--- config.mk ---
export PLATFORM = sky130hd
export DESIGN_NAME = fc_argmax_out
export DESIGN_NICKNAME = d
export VERILOG_FILES = /design/src/rtl/fc_argmax_out_pkg.sv /design/src/rtl/fc_argmax_out_score_buf.sv /design/src/rtl/fc_argmax_out.sv
export SDC_FILE = /design/constraint.sdc
export NUM_CORES = 1
export LEC_CHECK = 0
export BUFFER_PORTS_ARGS = -buffer_cell sky130_fd_sc_hd__buf_4
export CORE_UTILIZATION = 55
export CTS_BUF_LIST = sky130_fd_sc_hd__clkbuf_8
export CTS_CLUSTER_DIAMETER = 100
export DETAILED_ROUTE_END_ITERATION = 10
export PLACE_DENSITY = 0.74
export SLEW_MARGIN = 0
export SYNTH_ARGS = -nofsm -noshare
export SYNTH_HDL_FRONTEND = slang
export SYNTH_SLANG_ARGS = --single-unit
--- constraint.sdc ---
create_clock -name clk -period 3.1 [get_ports clk]
set_clock_uncertainty 0.1 [all_clocks]
set_input_delay 0.465 -clock clk [delete_from_list [all_inputs] [get_ports clk]]
set_output_delay 0.465 -clock clk [all_outputs]
set_load 0.01 [all_outputs]
--- src/rtl/fc_argmax_out_pkg.sv ---
// Shared constants and state encoding for the FC arg-max output sink.
// Also used by the FC layer so score width and class count stay in step.
package fc_argmax_out_pkg;

    localparam int DWIDTH    = 16;
    localparam int NUM_CLASS = 10;
    localparam int IDX_W     = 4;
    localparam int CNT_W     = 16;

    localparam logic [IDX_W-1:0] LAST_IDX = IDX_W'(NUM_CLASS - 1);
    localparam logic [IDX_W-1:0] NCLS     = IDX_W'(NUM_CLASS);

    localparam logic [1:0] ST_IDLE    = 2'd0;
    localparam logic [1:0] ST_COLLECT = 2'd1;
    localparam logic [1:0] ST_HOLD    = 2'd2;
    localparam logic [1:0] ST_DROP    = 2'd3;

    typedef enum logic [1:0] {
        S_IDLE    = ST_IDLE,
        S_COLLECT = ST_COLLECT,
        S_HOLD    = ST_HOLD,
        S_DROP    = ST_DROP
    } state_t;

endpackage

--- src/rtl/fc_argmax_out_score_buf.sv ---
// Score register file: one write port, combinational read port.
// Reads beyond the last class return zero.
module fc_score_buf
    import fc_argmax_out_pkg::*;
(
    input  logic              clk,
    input  logic              rst_n,
    input  logic              we,
    input  logic [IDX_W-1:0]  waddr,
    input  logic [DWIDTH-1:0] wdata,
    input  logic [IDX_W-1:0]  raddr,
    output logic [DWIDTH-1:0] rdata
);

    logic [DWIDTH-1:0] mem [NUM_CLASS];

    // Capture one score per write strobe; cleared on reset.
    always_ff @(posedge clk or negedge rst_n) begin
        if (!rst_n) begin
            for (int i = 0; i < NUM_CLASS; i++) begin
                mem[i] <= '0;
            end
        end else if (we && (waddr < NCLS)) begin
            mem[waddr] <= wdata;
        end
    end

    // Out-of-range addresses read as zero.
    always_comb begin
        rdata = '0;
        if (raddr < NCLS) begin
            rdata = mem[raddr];
        end
    end

endmodule

--- src/rtl/fc_argmax_out.sv ---
// FC class-score sink: buffers each frame, tracks the running arg-max,
// and hands the winner to the host through a valid/ready handshake.
module fc_argmax_out
    import fc_argmax_out_pkg::*;
(
    input  logic              clk,
    input  logic              rst_n,
    input  logic              din_st,
    input  logic [DWIDTH-1:0] din,
    output logic              result_valid,
    input  logic              result_ready,
    output logic [IDX_W-1:0]  result_class,
    output logic [DWIDTH-1:0] result_score,
    input  logic [IDX_W-1:0]  score_rd_addr,
    output logic [DWIDTH-1:0] score_rd_data,
    output logic [CNT_W-1:0]  frame_cnt,
    input  logic              err_clr,
    output logic              short_err,
    output logic              long_err,
    output logic              overrun_err
);

    state_t            state;
    logic [IDX_W-1:0]  cnt;
    logic [DWIDTH-1:0] max_q;
    logic [IDX_W-1:0]  idx_q;
    logic              first_hold;

    logic              hs;
    logic              gt;
    logic              is_last;
    logic              buf_we;
    logic [IDX_W-1:0]  buf_waddr;
    logic              short_ev;
    logic              long_ev;
    logic              ovr_ev;

    // Handshake, comparator and event decode for the current cycle.
    always_comb begin
        hs       = result_valid & result_ready;
        gt       = $signed(din) > $signed(max_q);
        is_last  = (cnt == LAST_IDX);
        short_ev = (state == S_COLLECT) & ~din_st;
        long_ev  = (state == S_HOLD) & first_hold & din_st;
        ovr_ev   = (state == S_HOLD) & ~first_hold & din_st
                 & ~result_ready;
        buf_we   = 1'b0;
        unique case (state)
            S_IDLE:    buf_we = din_st;
            S_COLLECT: buf_we = din_st;
            S_HOLD:    buf_we = din_st & hs & ~first_hold;
            S_DROP:    buf_we = 1'b0;
        endcase
        buf_waddr = (state == S_COLLECT) ? cnt : '0;
    end

    fc_score_buf u_buf (
        .clk   (clk),
        .rst_n (rst_n),
        .we    (buf_we),
        .waddr (buf_waddr),
        .wdata (din),
        .raddr (score_rd_addr),
        .rdata (score_rd_data)
    );

    // Frame FSM, running arg-max, registered result and sticky errors.
    always_ff @(posedge clk or negedge rst_n) begin
        if (!rst_n) begin
            state        <= S_IDLE;
            cnt          <= '0;
            max_q        <= '0;
            idx_q        <= '0;
            first_hold   <= 1'b0;
            result_valid <= 1'b0;
            result_class <= '0;
            result_score <= '0;
            frame_cnt    <= '0;
            short_err    <= 1'b0;
            long_err     <= 1'b0;
            overrun_err  <= 1'b0;
        end else begin
            short_err   <= (short_err & ~err_clr) | short_ev;
            long_err    <= (long_err & ~err_clr) | long_ev;
            overrun_err <= (overrun_err & ~err_clr) | ovr_ev;

            if (hs) begin
                result_valid <= 1'b0;
                result_class <= '0;
                result_score <= '0;
                frame_cnt    <= frame_cnt + 1'b1;
            end

            unique case (state)
                S_IDLE: begin
                    if (din_st) begin
                        max_q <= din;
                        idx_q <= '0;
                        cnt   <= IDX_W'(1);
                        state <= S_COLLECT;
                    end
                end
                S_COLLECT: begin
                    if (din_st) begin
                        if (gt) begin
                            max_q <= din;
                            idx_q <= cnt;
                        end
                        cnt <= cnt + 1'b1;
                        if (is_last) begin
                            cnt          <= '0;
                            state        <= S_HOLD;
                            first_hold   <= 1'b1;
                            result_valid <= 1'b1;
                            result_class <= gt ? cnt : idx_q;
                            result_score <= gt ? din : max_q;
                        end
                    end else begin
                        cnt   <= '0;
                        state <= S_IDLE;
                    end
                end
                S_HOLD: begin
                    first_hold <= 1'b0;
                    if (long_ev) begin
                        state <= S_DROP;
                    end else if (hs) begin
                        if (din_st) begin
                            max_q <= din;
                            idx_q <= '0;
                            cnt   <= IDX_W'(1);
                            state <= S_COLLECT;
                        end else begin
                            state <= S_IDLE;
                        end
                    end else if (din_st) begin
                        state <= S_DROP;
                    end
                end
                S_DROP: begin
                    if (!din_st) begin
                        state <= (result_valid & ~hs) ? S_HOLD : S_IDLE;
                    end
                end
            endcase
        end
    end

endmodule

==> key figures <==
Run status
  • Outcome: finished clean

Worst hold path
  • Hold Crit Start: err_clr
  • WHS Endpoint: short_err
  • Hold Path Depth: 2
  • Hold WC Path Type: in2reg

Global route
  • Vias in the first global route: between 7000 and 8000
  • GRT Resource Usage Total: approximately 27%
  • Initial antenna violation count: 0
  • Pin count of the biggest net entering global routing: 74
  • First-pass GRT wire length: 41.5 mm
  • Grt total ovfl: 0

Clock network
  • Later-pin clock latency in the skew report: between 0.5 and 0.6 ns
  • Sink Count: approximately 230
  • Post-CTS setup buffer count: 0
  • CTS tree: done
  • Hold Buf Count CTS: 1
  • Clock Tree Root: clkbuf_8
  • Post-cts sizing count: 0
  • Max Root-Sink Buffers: 3
  • H-tree depth: 2
  • Clk pin slew, worst setup/hold paths: 0.06 ns
  • Cts bufs inserted: 39

Finish
  • Layout Cells excl Fill: 1180
  • Synthesis-to-layout area growth: 17.3%
  • Share of layout cells above drive strength 1: between 40% and 50%
  • Final net count: 964
  • Final Util: 66.3%
  • Antenna cells: 0

Worst setup path
  • WP data required: 3.41 ns
  • R2R cell count: 10
  • CP endpoint kind: flop
  • Reg2Reg Setup Slack: 0.14 ns
  • Crit Reg-Reg Startpoint: max_q[7]
  • WS Path Type: reg2reg
  • Startpoint Class: flop
  • WP data arrival: roughly 3.3 ns
  • Crit path max fanout: 10
  • Critical R2R Capture: max_q[14]

Synth
  • Synth top area share: a little over half
  • Syn_nets: between 800 and 900
  • Synth top cells by count: dfrtp_1 (227), mux2_2 (160), nand2_1 (101), clkbuf_1 (46), mux4_2 (32)
  • Async SR Flop Fraction: 100%
  • Register area share after synthesis: roughly 54%
  • Synth top area cells: dfrtp_1 (54%), mux2_2 (17%), mux4_2 (6.8%), nand2_1 (3.6%), mux2_4 (2.3%)
  • Synthesized area: 0.0106 mm^2
  • Avg Cell Area, Syn: 13.0 um^2
  • Synth Warn #: 0
  • Main synth FF type: dfrtp_1
  • Count of different cell masters after synthesis: 49
  • Synth Register Bits: around 230
  • Synth Instances: between 800 and 900
  • Most frequent cell after synthesis: dfrtp_1
  • Area leader, netlist: dfrtp_1
  • Number of synthesized flops with an enable pin: 0

Detailed routing
  • Pre-Repair DR Iteration Count: 5
  • Post-route DRC: 0
  • DRT iter0 DRCs: 540
  • Drt wl/cell: between 20 and 25 um
  • DRT antenna net count: 0
  • Vias per cell: 6.05
  • Final WL: around 26 mm
  • Vias: 7141

Power
  • Power density cells: 587 mW/mm^2
  • VDD IR-drop max: 386 uV
  • LEAKAGE: around 0.0060 uW

STA
  • Hold Fails Final Rpt: 0
  • Final setup vio count: 0
  • Final period utilization: 95.4%
  • Slew HR: a little under 60%
  • Crit path time final: 2.96 ns
  • Slew Viols, Final: 0
  • Unrepaired setup endpoints after global routing: no
  • Fmax: 338 MHz
  • Slew @ Worst Pin: 0.635 ns

Floorplan
  • Die width: 141 um
  • Initial core utilization: 56.5%
  • Core ar.: ~0.019 mm^2
  • Die height: approximately 140 um
  • I/O pins: 81
  • Placement Rows: 50
  • Die Area: 0.0198 mm^2

Place
  • GP Congestion: between 0.8 and 0.9
  • Placed Cells: roughly 1100
  • Port Buffers: 80
  • Detailed placer's ending HPWL: around 17 mm

Flow run
  • Max-cap violations: 0
per-layer routing:
| layer | vias to the layer above | track usage (%) | share of wire (%) |
|---|---|---|---|
| li1 | 3154 | - | - |
| met1 | 3704 | 36.5 | 43 |
| met2 | 227 | 45.6 | 50 |
| met3 | 56 | 4.28 | 4.4 |
| met4 | 0 | 10.0 | 2.3 |
| met5 | - | 0 | 0 |
cells by family after synthesis:
logic type / Yosys count / share of synthesized area (%)
compound gates: 91 / 6.09
xor+xnor: 15 / 1.24
fa+ha+maj: 17 / 2.01
buf+inv: 88 / 3.40
flops: 227 / 53.6
mux: 211 / 26.5
simple gates: 167 / 7.22
worst max-delay path, stage by stage, from the launching register on:
cell	delay [ns]
dfrtp_1	0.37
inv_1	0.07
ha_1	0.29
a41o_1	0.24
a21oi_1	0.19
nor3_1	0.07
or4b_4	0.54
mux2i_4	0.21
o21ai_2	0.20
buf_4	0.24
mux2_4	0.31
how the worst max path moves through the flow:
stage | from | to | slack (ns)
2_1_floorplan | din[7] | max_q[0] | 0.30
3_3_place_gp | din[7] | max_q[9] | 0.03
3_5_place_dp | din[7] | max_q[12] | -0.03
4_1_cts | max_q[7] | max_q[11] | 0.15
5_1_grt | max_q[7] | max_q[14] | 0.02
6_report | max_q[7] | max_q[14] | 0.14
area by class of cell:
class	count	area, um^2
inverters	25	93.8
clock buffers	53	729
well taps	234	293
clock inverters	12	45.0
fillers	1385	6330
repair buffers	128	1010
flip-flops and latches	227	5680
multi-input cells	501	4590
stage by stage:
| stage | hold slack (ns) | setup TNS [ns] | worst slack [ns] | instance area (um^2) | total power [uW] |
|---|---|---|---|---|---|
| floorplan | 0.0694 | 0 | 0.298 | 10600 | 4280 |
| global placement | 0.340 | 0 | 0.0263 | 11700 | 4590 |
| detailed placement | 0.351 | -0.147 | -0.0267 | 11700 | 4680 |
| CTS | 0.0101 | 0 | 0.150 | 12400 | 7360 |
| global route | 0.0254 | 0 | 0.0173 | 12400 | 7620 |
| finish | 0.0344 | 0 | 0.144 | 12400 | 7300 |
sequential cells by signal (all words and copies together) (netlist names):
signal,flops
cnt,4
long_err,1
result_class,4
frame_cnt,16
first_hold,1
state,2
max_q,16
result_valid,1
u_buf.mem,160
short_err,1
overrun_err,1
result_score,16
idx_q,4
power breakdown:
part	leakage [uW]	internal, uW	total [uW]	switching [uW]
registers	0.00299	3320	3520	200
logic	0.00256	613	1120	507
clock network	0.000445	1500	2670	1160
total	0.00600	5430	7300	1870
cell usage in the layout, fill, tap and decap left out, drive strengths merged, types with 17 or more instances in the layout:
| cell | instances |
|---|---|
| nand2 | 101 |
| mux4 | 32 |
| a21oi | 23 |
| clkbuf | 53 |
| buf | 127 |
| ha | 17 |
| nand3 | 24 |
| inv | 37 |
| dfrtp | 227 |
| mux2 | 176 |
Power figures use the tool's default switching activity.
